### src/rtl/instr_encoder.sv
`default_nettype none
// ============================================================================
//  Module   : instr_encoder
//  Purpose  : Encodes instruction requests (R, lw, sw, beq, j, addi, andi,
//             ori, slti) into 32-bit MIPS words. Each word is written MSB
//             first, one byte per cycle, into a byte-wide instruction memory.
//  Ports    : clk, rst_n          - clock, async active-low reset
//             in_valid/in_ready   - request handshake
//             in_kind..in_target  - instruction fields
//             addr_clr            - rewind write pointer, clear status (IDLE)
//             mem_we/addr/wdata   - byte write port
//             word_count, full,   - words written, pointer wrapped,
//             err                 - sticky illegal-kind flag
//  Revision : 1.0 - initial release
// ============================================================================
module instr_encoder #(
  parameter int          ADDR_W    = 8,
  parameter int unsigned BASE_ADDR = 0
) (
  input  logic              clk,
  input  logic              rst_n,
  input  logic              in_valid,
  output logic              in_ready,
  input  logic [3:0]        in_kind,
  input  logic [4:0]        in_rs,
  input  logic [4:0]        in_rt,
  input  logic [4:0]        in_rd,
  input  logic [4:0]        in_shamt,
  input  logic [5:0]        in_funct,
  input  logic [15:0]       in_imm,
  input  logic [25:0]       in_target,
  input  logic              addr_clr,
  output logic              mem_we,
  output logic [ADDR_W-1:0] mem_addr,
  output logic [7:0]        mem_wdata,
  output logic [ADDR_W-2:0] word_count,
  output logic              full,
  output logic              err
);

  localparam logic [ADDR_W-1:0] c_base = ADDR_W'(BASE_ADDR);

  // Opcode map shared with the main control decoder
  localparam logic [5:0] c_op_r    = 6'b000000;
  localparam logic [5:0] c_op_lw   = 6'b100011;
  localparam logic [5:0] c_op_sw   = 6'b101011;
  localparam logic [5:0] c_op_beq  = 6'b000100;
  localparam logic [5:0] c_op_j    = 6'b000010;
  localparam logic [5:0] c_op_addi = 6'b001000;
  localparam logic [5:0] c_op_andi = 6'b001100;
  localparam logic [5:0] c_op_ori  = 6'b001101;
  localparam logic [5:0] c_op_slti = 6'b001010;

  typedef enum logic [2:0] {
    IDLE = 3'd0,
    WR0  = 3'd1,
    WR1  = 3'd2,
    WR2  = 3'd3,
    WR3  = 3'd4
  } state_t;

  state_t              state_q;
  logic [31:0]         word_q;
  logic [31:0]         word_d;
  logic                kind_legal;
  logic [ADDR_W-1:0]   ptr_q;
  logic [ADDR_W-1:0]   ptr_d;
  logic [ADDR_W-2:0]   count_q;
  logic                full_q;
  logic                err_q;
  logic                mem_we_q;
  logic [ADDR_W-1:0]   mem_addr_q;
  logic [7:0]          mem_wdata_q;

  // Field packing per instruction kind; unused fields are simply dropped
  always_comb begin
    word_d     = 32'h0;
    kind_legal = 1'b1;
    case (in_kind)
      4'd0:    word_d = {c_op_r, in_rs, in_rt, in_rd, in_shamt, in_funct};
      4'd1:    word_d = {c_op_lw,   in_rs, in_rt, in_imm};
      4'd2:    word_d = {c_op_sw,   in_rs, in_rt, in_imm};
      4'd3:    word_d = {c_op_beq,  in_rs, in_rt, in_imm};
      4'd4:    word_d = {c_op_j, in_target};
      4'd5:    word_d = {c_op_addi, in_rs, in_rt, in_imm};
      4'd6:    word_d = {c_op_andi, in_rs, in_rt, in_imm};
      4'd7:    word_d = {c_op_ori,  in_rs, in_rt, in_imm};
      4'd8:    word_d = {c_op_slti, in_rs, in_rt, in_imm};
      default: kind_legal = 1'b0;
    endcase
  end

  assign ptr_d = ptr_q + ADDR_W'(4);

  // addr_clr blocks the handshake in the same cycle so a clear never races
  // with a new word being latched.
  assign in_ready = (state_q == IDLE) && !full_q && !addr_clr;

  always_ff @(posedge clk or negedge rst_n) begin
    if (!rst_n) begin
      state_q     <= IDLE;
      word_q      <= 32'h0;
      ptr_q       <= c_base;
      count_q     <= '0;
      full_q      <= 1'b0;
      err_q       <= 1'b0;
      mem_we_q    <= 1'b0;
      mem_addr_q  <= c_base;
      mem_wdata_q <= 8'h0;
    end else begin
      case (state_q)
        IDLE: begin
          mem_we_q <= 1'b0;
          if (addr_clr) begin
            ptr_q   <= c_base;
            count_q <= '0;
            full_q  <= 1'b0;
            err_q   <= 1'b0;
          end else if (in_valid && in_ready) begin
            if (kind_legal) begin
              word_q      <= word_d;
              state_q     <= WR0;
              mem_we_q    <= 1'b1;
              mem_addr_q  <= ptr_q;
              mem_wdata_q <= word_d[31:24];
            end else begin
              err_q <= 1'b1;
            end
          end
        end
        WR0: begin
          state_q     <= WR1;
          mem_addr_q  <= ptr_q + ADDR_W'(1);
          mem_wdata_q <= word_q[23:16];
        end
        WR1: begin
          state_q     <= WR2;
          mem_addr_q  <= ptr_q + ADDR_W'(2);
          mem_wdata_q <= word_q[15:8];
        end
        WR2: begin
          state_q     <= WR3;
          mem_addr_q  <= ptr_q + ADDR_W'(3);
          mem_wdata_q <= word_q[7:0];
        end
        WR3: begin
          state_q  <= IDLE;
          mem_we_q <= 1'b0;
          ptr_q    <= ptr_d;
          count_q  <= count_q + 1'b1;
          // A wrap back to address 0 means every slot has been used
          if (ptr_d == '0) begin
            full_q <= 1'b1;
          end
        end
        default: begin
          state_q  <= IDLE;
          mem_we_q <= 1'b0;
        end
      endcase
    end
  end

  assign mem_we     = mem_we_q;
  assign mem_addr   = mem_addr_q;
  assign mem_wdata  = mem_wdata_q;
  assign word_count = count_q;
  assign full       = full_q;
  assign err        = err_q;

endmodule
`default_nettype wire

### config.mk
export PLATFORM = sky130hd
export DESIGN_NAME = instr_encoder
export DESIGN_NICKNAME = d
export VERILOG_FILES = /design/src/rtl/instr_encoder.sv
export SDC_FILE = /design/constraint.sdc
export NUM_CORES = 1
export LEC_CHECK = 0
export CAP_MARGIN = 10
export CORE_MARGIN = 1
export CORE_UTILIZATION = 37
export CTS_CLUSTER_SIZE = 14
export DETAILED_ROUTE_END_ITERATION = 8
export PLACE_DENSITY = 0.71
export SYNTH_ARGS = -nofsm -noshare
export SYNTH_HDL_FRONTEND = slang
export SYNTH_SLANG_ARGS = --single-unit
### constraint.sdc
create_clock -name clk -period 2.1 [get_ports clk]
set_input_delay 0.42 -clock clk [delete_from_list [all_inputs] [get_ports clk]]
set_output_delay 0.42 -clock clk [all_outputs]
set_load 0.005 [all_outputs]
Yosys cells after proc, flatten, opt, wreduce, memory -nomap -nowiden
Cells that the tools add are included.

word-level totals
  output and inout bits = 27
  input bits = 76
  flip-flop bits (word level) = 61
  word-level logic and storage cells = 80

operators by class
  reductions and logical operators = 19
  add/subtract/negate cells = 5
  eq/ne operators = 18
  bitwise gates (word level) = 1
  mux-type cells = 28

operators by type and width
  kind                 number
  $pmux 32 s9          1
  $pmux 8 s4           2
  $mux 8               7
  $add 8x2->8 const B  2
  $eq 4x3->1 const B   4
  $pmux 8 s2           1
  $pmux 7 s2           1
  $pmux 3 s4           1
  $ne 2x2->1 const B   5
  $mux 1               9
  $mux 3               3
  $reduce_and 3->1     3
  $reduce_or 9->1      1
  $add 8x1->8 const B  1
  $add 8x3->8 const B  1
  $eq 4x2->1 const B   2
  $logic_not 8->1      1
  $reduce_and 4->1     2
  $add 7x1->7 const B  1
  $mux 7               1
  $eq 3x2->1 const B   2
  $eq 4x1->1 const B   1
  $eq 4x4->1 const B   1
  $logic_not 4->1      1
  12 further kinds     17

Logic depth before layout (Yosys ltp)
Gate-level depths: netlist of run 1.

  depth after elaboration = 7
  depth in mapped cells = 7
  mapped depth without buffers = 5

Least setup slack after synthesis of run 1
Ideal clock, no wire load.

  kind = in2reg
  start = input port in_kind[1]
  end = register mem_addr_q[0], in the netlist mem_addr[0]
  arrival = 1.854 ns
  path buffers = 2
  data required time = 1.975 ns
  setup time = 0.125 ns
  setup slack = 0.121 ns
  stages on the path = 5
  cells stage by stage = buf_6 o31a_1 o41ai_4 buf_6 mux2_4

on the way
  longest elaborated chain between the ends = 5
  elaborated cells between the ends (all ways) = 13
  those cells by class = eq/ne (9); mux (1); reduce/logical (3)

RTL lines
  item                                RTL line  text
  start: declaration                  24        input logic [3:0] in_kind,
  $eq 4x4->1 (tied with other cells)  79        case (in_kind)
  $reduce_or 9->1 (no line) (*)       -
  $mux 1 (*)                          79
  $ne 2x2->1 (no line) (*)            -
  $reduce_and 4->1 (no line) (*)      -
  end signal: assignment              108       mem_addr_q <= c_base;
  end signal: assignment              124       mem_addr_q <= ptr_q;
  end signal: assignment              133       mem_addr_q <= ptr_q + ADDR_W'(1);
  end: declaration                    72        logic [ADDR_W-1:0] mem_addr_q;

Every way passes the cells marked *; elsewhere a longest branch is shown, timed or not.
A chain may end at the register's enable or synchronous reset.

Worst setup path in the final report of run 1
  start = register full_q, in the netlist full
  end = output port in_ready

on the way
  longest elaborated chain between the ends = 3

RTL lines
  item                            RTL line  text
  start: declaration              69        logic full_q;
  start signal: assignment        105       full_q <= 1'b0;
  start signal: assignment        117       full_q <= 1'b0;
  start signal: assignment        153       full_q <= 1'b1;
  $logic_not 1->1                 97        assign in_ready = (state_q == IDLE) && !full_q && !addr_clr;
  $logic_and 1x1->1 (2 in a row)  97
  end: declaration                23        output logic in_ready,

No other way between the ends.

==> impl_metrics.ini, run 1 <==
[power]
intPower_w = 0.00336
p_per_area_nw_per_um2 = 1050
power.leakage_nw = 2.07
combPwrFrac = 0.433
swShare = 0.342
p_total_w = 0.00511
netSwitchingPower_w = 0.00175
clockPowerShare = 0.213
p_seq_frac = 0.353
peakVddDrop_uv = 414

[finish]
final_util = 0.551
nets = 550
instances_no_fill = 584
final_common_cell = clkdlybuf4s50_1
final_cell_mix = clkdlybuf4s50_1 (99), dfrtp_1 (59), o21ai_0 (49)
drive_gt1_frac = 0.137
area_growth_syn_to_layout_pct = 41.7
diodes = 0

[grt]
grt_pass1_wl_um = 15600
grt_pass1_vias = 3235
overflow = 0
grt_usage = 0.203
grt_antenna_before_repair = 0
grt_max_degree = 60

[cts]
clk_pin_slew_worst_paths_ps = 70
cts_buffer_depth = 2
cts_tree = done
clk-insertion-delay-late_ps = 330
ctsHoldBuffers = 0
cts_root_buffer = clkbuf_8
htreeDepth = 3
clock-sinks = 59
numCtsBuffers = 9

[timing]
period_needed_ps = 1970
drv_slew = 0
fin_crit_sh = 0.936
skew_ps = 10.5
tightest_slew_ps = 680
holdWs_ps = 71.5
fmax_mhz = 509
finalHoldViolations = 0
setup_viol = 0
rsz0062_at_grt = false
max_slew_margin = 0.544

[floorplanning]
die_w_um = 98.4
io_pins = 103
start_util = 0.389
die_h_um = 98.4
core_um2 = 8850
num_rows = 34
dieArea_um2 = 9690

[drt]
wl_per_cell_um = 15.9
first_pass_iters = 9
routed_wl_um = 9260
avgViaCountPerCell = 5.53
drt_iter0_drc = 172
drc_errors = 4
vias = 3228
ant_nets = 0

[critical_path]
timing.rr.start = full
critPathRequiredTime_ps = 1680
startpoint = full
critPathLaunchType = flop
end_kind = output port
reg2regPathDepth = 5
timing.rr.end = word_q[23]
critical_path_class = flop to output port
cp-endpoint = in_ready
cp.arrival_ps = 1550
cp_max_fo = 3
timing.reg2reg.setup_slack_ps = 350

[placement]
placed_cells = 568
io_buffers = 102
post-dp-hpwl_um = 7010
place.gp.congestion = 0.750

[synthesis]
synth_flop_cell = dfrtp_1
synth_seq_cells = 59
yosys_warnings = 0
synth_area_leader_cell = dfrtp_1
syn_avg_cell_area_um2 = 9.45
synthesis.instances = 364
synthDominantCellAreaShare = 0.429
ys_async_sr_fraction = 1.00
synth.distinct_cells = 48
synth_area_leaders = dfrtp_1 (43%), o21ai_0 (7.1%), a22oi_1 (5.2%)
synth_fp_nets = 443
ys_seq_area_frac = 0.429
synth_edf_count = 0
synth_area_um2 = 3440

[run]
drv_cap = 0

[hold_path]
hold_path_class = primary input to asynchronous set/reset pin

[run_status]
status = finished, violations left
violations = DRC
==> routing by layer <==
layer  wire [um]  global-route usage  part of all wire
met4         163              0.0861             0.018
met2        4730               0.355              0.51
met1        3910               0.246              0.42
met5           0                   0                 0
met3         455              0.0376             0.049
==> power groups by stage <==
stage	clock, W	combinational (W)	sequential, W
finish	0.00109	0.00221	0.00181
global route	0.00116	0.00243	0.00185
CTS	0.00110	0.00224	0.00180
detailed placement	0	0.00223	0.00182
global placement	0	0.00215	0.00180
floorplan	0	0.00128	0.00175
==> worst max-delay path, stage by stage (launching register included) <==
cell           delay [ps]
dfrtp_1               400
nor4_2                290
buf_4                 170
nor2b_1               120
dlygate4sd2_1         240
==> through the flow <==
step	area (um2)	setup TNS, ps	setup WS, ps
global placement	4660	-5160	-195
floorplan	3440	0	121
CTS	4870	0	103
detailed placement	4660	-6070	-240
finish	4880	0	135
global route	4880	0	34.8
==> Yosys cell counts, types with 2 or more instances <==
cell type and instances:
a21oi_1 3, a22oi_1 24, a2bb2oi_1 2, a31oi_1 5, a32oi_1 8, and3_1 3, buf_2 8, buf_6 4
clkbuf_1 19, dfrtp_1 59, ha_1 3, mux2_2 13, mux2_4 3, mux2i_1 17, nand2_1 38, nand2b_1 3
nand3_1 6, nand3b_1 17, nand4_1 2, nor2_1 23, nor2b_1 4, nor3_1 3, nor3b_1 2, nor4_1 2
o21ai_0 49, o21ai_1 11, o22a_1 4, or3b_1 3, or3b_2 2, xnor2_1 3, xor2_1 4
==> how the worst min path moves through the flow <==
stage                     startpoint             to
after floorplan                rst_n            err
after global placement         rst_n  word_count[6]
after detailed placement       rst_n  word_count[6]
after CTS                      rst_n       ptr_q[5]
after global routing           rst_n   mem_wdata[1]
final                          rst_n  word_count[6]
==> sequential cells by signal (all words and copies together) (netlist names) <==
name,count
err,1
mem_wdata,8
full,1
ptr_q,6
mem_addr,8
state_q,3
mem_we,1
word_q,24
word_count,7
==> cell families (layout without fill, tap and decap cells) <==
family          Yosys count  after routing  synth area share
flops                    59             59             0.429
simple gates            111            111             0.165
compound gates          119            119             0.225
fa+ha+maj                 3              3            0.0109
mux                      33             33             0.105
buf+inv                  32            144            0.0465
xor+xnor                  7              7            0.0178
==> final cells by class <==
| cell class | instances | area [um2] |
|---|---|---|
| flip-flops and latches | 59 | 1480 |
| multi-input cells | 273 | 1810 |
| inverters | 1 | 3.75 |
| fillers | 808 | 3970 |
| repair buffers | 127 | 1230 |
| clock buffers | 12 | 165 |
| well taps | 108 | 135 |
| clock inverters | 4 | 47.5 |
==> repair_timing <==
| item | CTS | global route |
|---|---|---|
| setup endpoints to repair | 1 | 10 |
| resized for setup | 2 | 1 |
| pin swaps | 1 | 0 |
| buffers inserted | 0 | 0 |
No activity file was read; power rests on OpenSTA's default activity.
==> run 2: changes to the inputs <==
--- a/config.mk
+++ b/config.mk
@@ -6,11 +6,14 @@
 export NUM_CORES = 1
 export LEC_CHECK = 0
 export CAP_MARGIN = 10
+export CELL_PAD_IN_SITES_DETAIL_PLACEMENT = 1
+export CELL_PAD_IN_SITES_GLOBAL_PLACEMENT = 1
 export CORE_MARGIN = 1
-export CORE_UTILIZATION = 37
+export CORE_UTILIZATION = 35
 export CTS_CLUSTER_SIZE = 14
 export DETAILED_ROUTE_END_ITERATION = 8
-export PLACE_DENSITY = 0.71
+export GPL_TIMING_DRIVEN = 0
+export PLACE_DENSITY = 0.86
 export SYNTH_ARGS = -nofsm -noshare
 export SYNTH_HDL_FRONTEND = slang
 export SYNTH_SLANG_ARGS = --single-unit
==> run 2 against run 1 <==
  * The run now ends clean
  * Register-to-register slack worse by 280 ps
  * Fmax down 5.4%
  * Clock-buffer cell count down 3
  * Critical path type is now primary input to flop
  * Largest cell class unchanged
  * Highest routed layer unchanged
==> impl_metrics.ini, run 2 (synthesis results as in run 1) <==
[run_status]
status = finished, final reports clean

[drt]
vias = 3387
wl_per_cell_um = 18.1
drc_errors = 0
avgViaCountPerCell = 5.50
ant_nets = 0
drt_iter0_drc = 128
routed_wl_um = 11200
first_pass_iters = 4

[timing]
tns_ps = 0
drv_slew = 0
period_needed_ps = 2080
fmax_mhz = 481
worst_slack_ps = 23.1
skew_ps = 8.71
tightest_slew_ps = 827
max_slew_margin = 0.445
finalHoldViolations = 0
holdWs_ps = 10.5
setup_viol = 0
fin_crit_sh = 0.989

[hold_path]
hold_path_class = primary input to asynchronous set/reset pin

[cts]
cts_tree = done
ctsHoldBuffers = 0
clk-insertion-delay-late_ps = 350
clock-sinks = 59
clk_pin_slew_worst_paths_ps = 70
cts_root_buffer = clkbuf_8
cts_buffer_depth = 2
numCtsBuffers = 9
htreeDepth = 3

[floorplanning]
start_util = 0.367
core_um2 = 9370
num_rows = 35
io_pins = 103
die_h_um = 101
dieArea_um2 = 10200
die_w_um = 101

[finish]
fillers = 1107
area_growth_syn_to_layout_pct = 43.3
final_common_cell = clkdlybuf4s50_1
final_cell_mix = clkdlybuf4s50_1 (97), dfrtp_1 (56), o21ai_0 (49)
final_area_um2 = 4930
diodes = 0
largest_reg_flops = 24
largest_register = word_q
drive_gt1_frac = 0.142
nets = 561

[grt]
grt_usage = 0.227
grt_pass1_vias = 3586
overflow = 0
grt_pass1_wl_um = 17700
grt_antenna_before_repair = 0
grt_max_degree = 42

[critical_path]
timing.rr.end = word_q[6]
cp_max_fo = 10
reg2regPathDepth = 7
timing.reg2reg.setup_slack_ps = 70
critPathRequiredTime_ps = 2390
end_kind = flop
worst_path_max_delay_cell = clkdlybuf4s50_1
critPathLaunchType = primary input
crit_chain = clkdlybuf4s50_1, buf_4, or3b_1, buf_4, or3b_1, a31oi_1, o22a_1
slowest_delay_ps = 440
cp_num_buf_inv = 3
worst_path_dominant_cell_family = buffers and inverters
timing.rr.start = state_q[1]
cp.arrival_ps = 2360
critical_path_class = primary input to flop

[placement]
post-dp-hpwl_um = 8580
place_area_um2 = 4620
place.gp.congestion = 0.799
io_buffers = 100
place_ws_ps = -552

[power]
p_per_area_nw_per_um2 = 1070
peakVddDrop_uv = 360
power.leakage_nw = 2.06

[run]
drv_cap = 0
run 2: report_power, final:
part / internal (W) / switching (W) / total [W]
registers: 0.00154 / 0.000315 / 0.00185
clock network: 0.000662 / 0.000476 / 0.00114
logic: 0.00118 / 0.00108 / 0.00226
total: 0.00338 / 0.00187 / 0.00525
run 2: worst register-to-register path: cells and delay by family, from the launching register on:
family	cells	cell delay (ps)
buffers and inverters	3	510
AOI/OAI and AO/OA	1	100
DFF	1	470
and+or+nand+nor	3	800
run 2: how the worst max path moves through the flow:
stage | cells after the start | endpoint | start
2_1_floorplan | 5 | mem_addr[0] | in_kind[1]
5_1_grt | 4 | in_ready | state_q[1]
6_report | 7 | mem_wdata[1] | in_kind[0]
3_5_place_dp | 5 | mem_wdata[2] | in_kind[2]
3_3_place_gp | 1 | word_q[17] | rst_n
4_1_cts | 6 | word_count[5] | state_q[0]
run 2: area by class of cell:
type,instances,area (um2),area share
Sequential cell,59,1480,0.300
Tap cell,129,161,0.0327
Inverter,1,3.75,0.000761
Clock buffer,9,124,0.0251
Timing Repair Buffer,108,1070,0.216
Clock inverter,7,92.6,0.0188
Multi-Input combinational cell,273,1840,0.372
Buffer,30,169,0.0342
run 2: routing by layer:
layer  share of wire  global-route usage
met1            0.41               0.255
met2            0.52               0.419
met3           0.052              0.0559
met4           0.018              0.0780
met5               0                   0
run 2: repair_timing:
item                       4_1_cts  5_1_grt
resized for setup                9       16
buffers inserted                 3        4
pin swaps                        3        2
gates cloned                     0        0
setup endpoints to repair       45       38
run 2: through the flow:
stage               std cells   util  power (W)
floorplan                 364      -    0.00303
global placement          593  0.491    0.00386
detailed placement        594  0.493    0.00396
CTS                       612  0.520    0.00516
global route              616  0.526    0.00556
finish                    616  0.526    0.00525
